[src/rtl/des_pkg.sv]
// -----------------------------------------------------------------------------
// des_pkg
// Definitions shared by the DES region sequencer and the DES wrapper:
// the wrapper command codes, the sequencer state encoding and the
// widths of the region and counter values.
// No ports.
// -----------------------------------------------------------------------------
package des_pkg;

    localparam int REGION_W  = 32;
    localparam int COUNTER_W = 64;
    localparam int CMD_W     = 32;

    localparam logic [CMD_W-1:0] CMD_READ_REGION = 32'd0;
    localparam logic [CMD_W-1:0] CMD_START       = 32'd1;
    localparam logic [CMD_W-1:0] CMD_RESTART     = 32'd3;

    typedef enum logic [3:0] {
        ST_IDLE,
        ST_REG_REQ,
        ST_REG_REL,
        ST_START_REQ,
        ST_START_REL,
        ST_WAIT_DONE,
        ST_CAPTURE,
        ST_RST_REQ,
        ST_RST_REL,
        ST_PUSH,
        ST_NEXT
    } seq_state_t;

endpackage

[src/rtl/des_region_sequencer_if.sv]
// -----------------------------------------------------------------------------
// des_region_sequencer_if
// Command bus between the region sequencer (master) and the DES wrapper
// (slave).
//   cmd              command code (des_pkg CMD_*)
//   cmd_valid        command offered to the wrapper
//   cmd_read         wrapper acknowledge (four-phase handshake)
//   region           region the wrapper should operate on
//   advance_test_cmd unused wrapper control, held low by the sequencer
//   done             wrapper finished, held while finished
//   counter          wrapper counter register
// -----------------------------------------------------------------------------
interface des_region_sequencer_if;
    import des_pkg::*;

    logic [CMD_W-1:0]     cmd;
    logic                 cmd_valid;
    logic                 cmd_read;
    logic [REGION_W-1:0]  region;
    logic                 advance_test_cmd;
    logic                 done;
    logic [COUNTER_W-1:0] counter;

    modport master (
        output cmd, cmd_valid, region, advance_test_cmd,
        input  cmd_read, done, counter
    );

    modport slave (
        input  cmd, cmd_valid, region, advance_test_cmd,
        output cmd_read, done, counter
    );

endinterface

[src/rtl/des_region_sequencer.sv]
// -----------------------------------------------------------------------------
// des_region_sequencer
// Walks a host-supplied inclusive range of regions through the DES wrapper:
// for each region it issues READ_REGION, START, waits for done, captures the
// wrapper counter, issues RESTART and hands the result to the host.
//
// Ports
//   clk, rst_n                    clock, synchronous active-low reset
//   cfg_valid/cfg_ready           host offers region_first..region_last
//   abort                         stop after the region in progress
//   busy                          any state other than IDLE
//   res_valid/res_ready           result handshake, res_region/res_counter
//   err                           one-cycle pulse: bad range or timeout
//   wrap                          command bus to the wrapper (master side)
//
// Optional feature: define DES_SEQ_TIMEOUT_EN to bound every wrapper
// handshake state to CMD_TIMEOUT cycles; on expiry err pulses, cmd_valid
// drops and the sequencer returns to IDLE.
// -----------------------------------------------------------------------------
module des_region_sequencer
    import des_pkg::*;
#(
    parameter int CMD_TIMEOUT = 1024
) (
    input  logic                  clk,
    input  logic                  rst_n,
    input  logic                  cfg_valid,
    output logic                  cfg_ready,
    input  logic [REGION_W-1:0]   region_first,
    input  logic [REGION_W-1:0]   region_last,
    input  logic                  abort,
    output logic                  busy,
    output logic                  res_valid,
    input  logic                  res_ready,
    output logic [REGION_W-1:0]   res_region,
    output logic [COUNTER_W-1:0]  res_counter,
    output logic                  err,
    des_region_sequencer_if.master wrap
);

    seq_state_t          state;
    logic [REGION_W-1:0] cur;
    logic [REGION_W-1:0] range_last;
    logic [CMD_W-1:0]    cmd_code;
    logic                cmd_on;
    logic                abort_flag;

    assign wrap.cmd              = cmd_code;
    assign wrap.cmd_valid        = cmd_on;
    assign wrap.region           = cur;
    assign wrap.advance_test_cmd = 1'b0;

`ifdef DES_SEQ_TIMEOUT_EN
    logic [31:0] wd;
    logic        timed;
    logic        hs_move;

    // Handshake states are timed; hs_move marks the cycle the state is left.
    always_comb begin
        timed   = 1'b0;
        hs_move = 1'b0;
        case (state)
            ST_REG_REQ, ST_START_REQ, ST_RST_REQ: begin
                timed   = 1'b1;
                hs_move = wrap.cmd_read;
            end
            ST_REG_REL, ST_START_REL, ST_RST_REL: begin
                timed   = 1'b1;
                hs_move = !wrap.cmd_read;
            end
            default: ;
        endcase
    end
`else
    // CMD_TIMEOUT only matters when the watchdog is built in.
    logic unused_timeout;
    assign unused_timeout = ^CMD_TIMEOUT;
`endif

    always_ff @(posedge clk) begin
        if (!rst_n) begin
            state       <= ST_IDLE;
            cur         <= '0;
            range_last  <= '0;
            cmd_code    <= '0;
            cmd_on      <= 1'b0;
            res_valid   <= 1'b0;
            res_region  <= '0;
            res_counter <= '0;
            err         <= 1'b0;
            abort_flag  <= 1'b0;
            busy        <= 1'b0;
            cfg_ready   <= 1'b1;
`ifdef DES_SEQ_TIMEOUT_EN
            wd          <= '0;
`endif
        end else begin
            err <= 1'b0;
            if (busy && abort) abort_flag <= 1'b1;

            case (state)
                ST_IDLE: begin
                    // Clearing here also drops an abort seen alongside cfg_valid.
                    abort_flag <= 1'b0;
                    if (cfg_valid && cfg_ready) begin
                        if (region_first <= region_last) begin
                            cur        <= region_first;
                            range_last <= region_last;
                            cmd_code   <= CMD_READ_REGION;
                            cmd_on     <= 1'b1;
                            busy       <= 1'b1;
                            cfg_ready  <= 1'b0;
                            state      <= ST_REG_REQ;
                        end else begin
                            err <= 1'b1;
                        end
                    end
                end
                ST_REG_REQ: if (wrap.cmd_read) begin
                    cmd_on <= 1'b0;
                    state  <= ST_REG_REL;
                end
                ST_REG_REL: if (!wrap.cmd_read) begin
                    cmd_code <= CMD_START;
                    cmd_on   <= 1'b1;
                    state    <= ST_START_REQ;
                end
                ST_START_REQ: if (wrap.cmd_read) begin
                    cmd_on <= 1'b0;
                    state  <= ST_START_REL;
                end
                ST_START_REL: if (!wrap.cmd_read) state <= ST_WAIT_DONE;
                // The wrapper counter settles one cycle after done rises, so
                // sampling is deferred to CAPTURE.
                ST_WAIT_DONE: if (wrap.done) state <= ST_CAPTURE;
                ST_CAPTURE: begin
                    res_counter <= wrap.counter;
                    res_region  <= cur;
                    cmd_code    <= CMD_RESTART;
                    cmd_on      <= 1'b1;
                    state       <= ST_RST_REQ;
                end
                ST_RST_REQ: if (wrap.cmd_read) begin
                    cmd_on <= 1'b0;
                    state  <= ST_RST_REL;
                end
                ST_RST_REL: if (!wrap.cmd_read) begin
                    res_valid <= 1'b1;
                    state     <= ST_PUSH;
                end
                ST_PUSH: if (res_ready) begin
                    res_valid <= 1'b0;
                    state     <= ST_NEXT;
                end
                ST_NEXT: begin
                    // cur==range_last also covers the all-ones region, so cur never wraps.
                    if (abort_flag || abort || cur == range_last) begin
                        abort_flag <= 1'b0;
                        busy       <= 1'b0;
                        cfg_ready  <= 1'b1;
                        state      <= ST_IDLE;
                    end else begin
                        cur      <= cur + 32'd1;
                        cmd_code <= CMD_READ_REGION;
                        cmd_on   <= 1'b1;
                        state    <= ST_REG_REQ;
                    end
                end
                default: state <= ST_IDLE;
            endcase

`ifdef DES_SEQ_TIMEOUT_EN
            // wd counts completed cycles in the current handshake state.
            if (timed && !hs_move) begin
                if (wd == 32'(CMD_TIMEOUT - 1)) begin
                    err        <= 1'b1;
                    cmd_on     <= 1'b0;
                    abort_flag <= 1'b0;
                    busy       <= 1'b0;
                    cfg_ready  <= 1'b1;
                    state      <= ST_IDLE;
                    wd         <= '0;
                end else begin
                    wd <= wd + 32'd1;
                end
            end else begin
                wd <= '0;
            end
`endif
        end
    end

endmodule

[src/flat_wrapper.sv]
// flat-port wrapper written by rule: the top's interface ports become plain ports
module des_region_sequencer_flat import des_pkg::*;
#(
    parameter int CMD_TIMEOUT = 1024
)
  (clk, rst_n, cfg_valid, cfg_ready, region_first, region_last, abort, busy, res_valid, res_ready, res_region, res_counter, err, wrap_cmd, wrap_cmd_valid, wrap_region, wrap_advance_test_cmd, wrap_cmd_read, wrap_done, wrap_counter);
  des_region_sequencer_if wrap_i ();
  input  logic clk;
  input  logic rst_n;
  input  logic cfg_valid;
  output logic cfg_ready;
  input  logic [REGION_W-1:0] region_first;
  input  logic [REGION_W-1:0] region_last;
  input  logic abort;
  output logic busy;
  output logic res_valid;
  input  logic res_ready;
  output logic [REGION_W-1:0] res_region;
  output logic [COUNTER_W-1:0] res_counter;
  output logic err;
  output wire logic [$bits(wrap_i.cmd)-1:0] wrap_cmd;
  output wire logic [$bits(wrap_i.cmd_valid)-1:0] wrap_cmd_valid;
  output wire logic [$bits(wrap_i.region)-1:0] wrap_region;
  output wire logic [$bits(wrap_i.advance_test_cmd)-1:0] wrap_advance_test_cmd;
  input wire logic [$bits(wrap_i.cmd_read)-1:0] wrap_cmd_read;
  input wire logic [$bits(wrap_i.done)-1:0] wrap_done;
  input wire logic [$bits(wrap_i.counter)-1:0] wrap_counter;
  assign wrap_cmd = wrap_i.cmd;
  assign wrap_cmd_valid = wrap_i.cmd_valid;
  assign wrap_region = wrap_i.region;
  assign wrap_advance_test_cmd = wrap_i.advance_test_cmd;
  assign wrap_i.cmd_read = wrap_cmd_read;
  assign wrap_i.done = wrap_done;
  assign wrap_i.counter = wrap_counter;
  des_region_sequencer #(.CMD_TIMEOUT(CMD_TIMEOUT)) u_core (.clk(clk), .rst_n(rst_n), .cfg_valid(cfg_valid), .cfg_ready(cfg_ready), .region_first(region_first), .region_last(region_last), .abort(abort), .busy(busy), .res_valid(res_valid), .res_ready(res_ready), .res_region(res_region), .res_counter(res_counter), .err(err), .wrap(wrap_i));
endmodule
[config.mk]
export PLATFORM = sky130hd
export DESIGN_NAME = des_region_sequencer_flat
export DESIGN_NICKNAME = d
export VERILOG_FILES = /design/src/rtl/des_pkg.sv /design/src/rtl/des_region_sequencer_if.sv /design/src/rtl/des_region_sequencer.sv /design/src/flat_wrapper.sv
export SDC_FILE = /design/constraint.sdc
export NUM_CORES = 1
export LEC_CHECK = 0
export CAP_MARGIN = 20
export CORE_UTILIZATION = 46
export CTS_CLUSTER_SIZE = 24
export DETAILED_ROUTE_END_ITERATION = 7
export GPL_ROUTABILITY_DRIVEN = 0
export PLACE_DENSITY_LB_ADDON = 0.2
export SLEW_MARGIN = 20
export SYNTH_ARGS = -nofsm -noshare
export SYNTH_HDL_FRONTEND = slang
export SYNTH_SLANG_ARGS = --single-unit
[constraint.sdc]
create_clock -name clk -period 4.4 [get_ports clk]
set_clock_uncertainty 0.2 [all_clocks]
set_input_delay 0.88 -clock clk [delete_from_list [all_inputs] [get_ports clk]]
set_output_delay 0.88 -clock clk [all_outputs]
set_load 0.02 [all_outputs]
==> flow_metrics.env <==
export IMPL_die_area_um2=19500
export IMPL_cts_setup_buffers=0
export IMPL_cp_slowest_cell="nor4_1"
export IMPL_hold_viol=0
export IMPL_wirelength_um=27000
export IMPL_cp_end_kind="register"
export IMPL_finalCriticalPeriod_ns=3.76
export IMPL_power_switching_share=0.371
export IMPL_slew_headroom=0.301
export IMPL_run_status="finished, final reports clean"
export IMPL_start_util=0.468
export IMPL_cts_inserted_buffers=17
export IMPL_grt_max_degree=98
export IMPL_final_max_slew_violation_count=0
export IMPL_clock_root_buffer="clkbuf_16"
export IMPL_crit_chain="clkdlybuf4s50_1 -> inv_1 -> ha_1 -> nand4_1 -> nor4_1 -> nand2_1 -> o31a_1 -> o32a_1 -> buf_4 -> a2111oi_0 -> nor3_1"
export IMPL_antenna_found_initial=0
export IMPL_power_share_sequential=0.386
export IMPL_cts_resized=0
export IMPL_ios=301
export IMPL_port_buffers=269
export IMPL_drt_iter0_markers=588
export IMPL_die_h_um=140
export IMPL_synthCells=1087
export IMPL_cp_max_fo=10
export IMPL_antenna_cells=0
export IMPL_coreArea_um2=18600
export IMPL_grt_pass1_wl_um=42400
export IMPL_tns_ns=0
export IMPL_dp_hpwl_um=19100
export IMPL_maxCapViolCount=0
export IMPL_vias=8661
export IMPL_num_rows=50
export IMPL_die_w_um=140
export IMPL_htree_levels=4
export IMPL_multi_input_area_um2=4710
export IMPL_setup_viol=0
export IMPL_p_sw_mw=1.94
export IMPL_worstMarginPinSlew_ns=1.05
export IMPL_fmax_mhz=266
export IMPL_drc=0
export IMPL_hold_path_class="reg -> reg"
export IMPL_clock_sinks=172
export IMPL_synth_edf_count=0
export IMPL_first_pass_iters=7
export IMPL_critical_path_class="in -> reg"
export IMPL_rsz0062_at_grt="false"
export IMPL_avgSynthCellArea_um2=8.03
export IMPL_grt_overflow=0
export IMPL_ys_ff_latch=172
export IMPL_clkLatencyLatePin_ns=0.43
export IMPL_critPathArrivalTime_ns=3.86
export IMPL_synth_area_um2=8730
export IMPL_synth_distinct_cells=57
export IMPL_flow_area_growth_from_synthesis_pct=37.3
export IMPL_fin_area_um2=12000
export IMPL_grt_usage=0.274
export IMPL_synth_warnings=0
export IMPL_clockBufferDepth=2
export IMPL_dominantRegCellSynth="dfxtp_1"
export IMPL_synthArstFlopShare=0
export IMPL_cp_required_ns=4.50
export IMPL_cts_tree="built"
export IMPL_post_route_period_util=0.855
export IMPL_start_kind="input pin"
export IMPL_nets=1482
export IMPL_peakVddDrop_v=0.000316
export IMPL_grt_pass1_vias=8009
export IMPL_cts_hold_fix_buffers=0
export IMPL_p_clk_frac=0.274
export IMPL_nFillCells=1657
export IMPL_seqCellArea_um2=3440
export IMPL_power_leakage_nw=4.48
export IMPL_drive_above_1_share=0.0588
export IMPL_dpl_cell_area_um2=11400
export IMPL_combPwrFrac=0.340
export IMPL_final_antenna_net_count=0
export IMPL_p_per_area_nw_per_um2=437
export IMPL_vias_per_cell=5.55
export IMPL_clkTransAtPathRegs_ns=0.07
export IMPL_slowest_delay_ns=0.56
export IMPL_p_int_mw=3.30
export IMPL_post_drt_wl_per_cell_um=17.3
export IMPL_ys_seq_area_frac=0.394
## cells by family after synthesis
logic type	share of synthesized area
AND/OR/NAND/NOR	0.208
adder cells (fa/ha/maj)	0.0473
XOR/XNOR	0.0321
buffers and inverters	0.0821
multiplexers	0.0367
other	0.000430
flip-flops	0.394
AO/OA/AOI/OAI	0.199
## worst max-delay path, delay by kind of cell
family | cells | cell delay (ns)
AO/OA/AOI/OAI | 3 | 1.00
AND/OR/NAND/NOR | 4 | 0.93
buffers and inverters | 3 | 0.75
adder cells (fa/ha/maj) | 1 | 0.29
## cells in the mapped netlist (4+ instances only)
master	count	area [um2]
nand2_1	251	942
dfxtp_1	172	3440
a21oi_1	144	721
clkbuf_1	65	244
nor2_1	60	225
inv_1	36	135
ha_1	33	413
buf_4	32	240
mux2i_1	32	320
xor2_1	32	280
nor3_1	24	120
nor4_1	18	113
nand4_1	16	100
o32ai_2	16	260
nand3_1	15	75.1
o21ai_0	13	65.1
a31oi_1	11	68.8
and3_1	9	56.3
a211oi_1	8	60.1
a21o_1	7	52.6
buf_6	6	67.6
o221a_1	6	67.6
a211oi_2	5	62.6
nor2b_1	5	31.3
o21ai_1	5	25.0
a22oi_1	4	30.0
o21a_1	4	30.0
o31ai_1	4	30.0
## final timing paths
| path | from | depth (start not counted) | slack, ns | to |
|---|---|---|---|---|
| setup / recovery | region_last[13] | 11 | 0.64 | u_core.wrap.region[7] |
| hold / removal | u_core.res_counter[3] | 2 | 0.25 | u_core.res_counter[3] |
| setup reg to reg | u_core.wrap.region[12] | 10 | 1.34 | u_core.wrap.region[19] |
| hold reg to reg | u_core.res_counter[3] | 2 | 0.25 | u_core.res_counter[3] |
## power groups by stage
stage	clock network [mW]	registers, mW	logic (mW)
after global placement	0	2.05	1.73
after detailed placement	0	2.05	1.75
after floorplan	0	2.05	1.04
final	1.44	2.02	1.78
after CTS	1.46	2.02	1.76
after global routing	1.53	2.05	1.90
## flip-flops by register name, indices dropped and copies added (netlist names)
name                   count
u_core.res_counter        64
u_core.range_last         32
u_core.res_region         32
u_core.wrap.region        32
u_core.state               4
u_core.wrap.cmd            2
u_core.abort_flag          1
u_core.busy                1
u_core.cfg_ready           1
u_core.err                 1
u_core.res_valid           1
u_core.wrap.cmd_valid      1
## area by class of cell
cell class                      instances  area share
Clock inverter                         13     0.00981
Clock buffer                           19      0.0361
Sequential cell                       172       0.287
Multi-Input combinational cell        799       0.393
Timing Repair Buffer                  287       0.238
Inverter                               37      0.0118
Tap cell                              234      0.0244
## cells in the final DEF (no fill, tap or decap), types with 6 or more instances in the layout
master / instances
nor4_1: 18
and3_1: 8
o21ai_0: 13
o221a_1: 6
a31oi_1: 11
a21oi_1: 143
clkbuf_16: 17
a21o_1: 7
mux2i_1: 32
nor2_1: 60
o32ai_2: 16
nand2_1: 250
clkdlybuf4s50_1: 269
ha_1: 33
nor3_1: 24
a211oi_1: 8
buf_4: 16
conb_1: 31
nand4_1: 16
dfxtp_1: 172
xor2_1: 32
nand3_1: 14
inv_1: 35
## stage by stage
step / instances / total power, mW / util / hold slack, ns / setup slack, ns
after CTS: 1561 / 5.24 / 0.643 / 0.254 / 0.662
after detailed placement: 1529 / 3.80 / 0.613 / 0.245 / 0.217
final: 1561 / 5.24 / 0.643 / 0.252 / 0.639
after floorplan: 1117 / 3.09 / - / 0.280 / 0.990
after global routing: 1561 / 5.49 / 0.643 / 0.270 / 0.458
after global placement: 1529 / 3.78 / 0.613 / 0.241 / 0.217
## layer usage
metal  up-vias  wire length, um  track usage
li1       4174                -            -
met1      4055            11300        0.346
met2       370            12800        0.445
met3        62             2080       0.0664
met4         0              792        0.112
met5         -                0            0
Note: power is estimated with default switching activity, not from simulation.
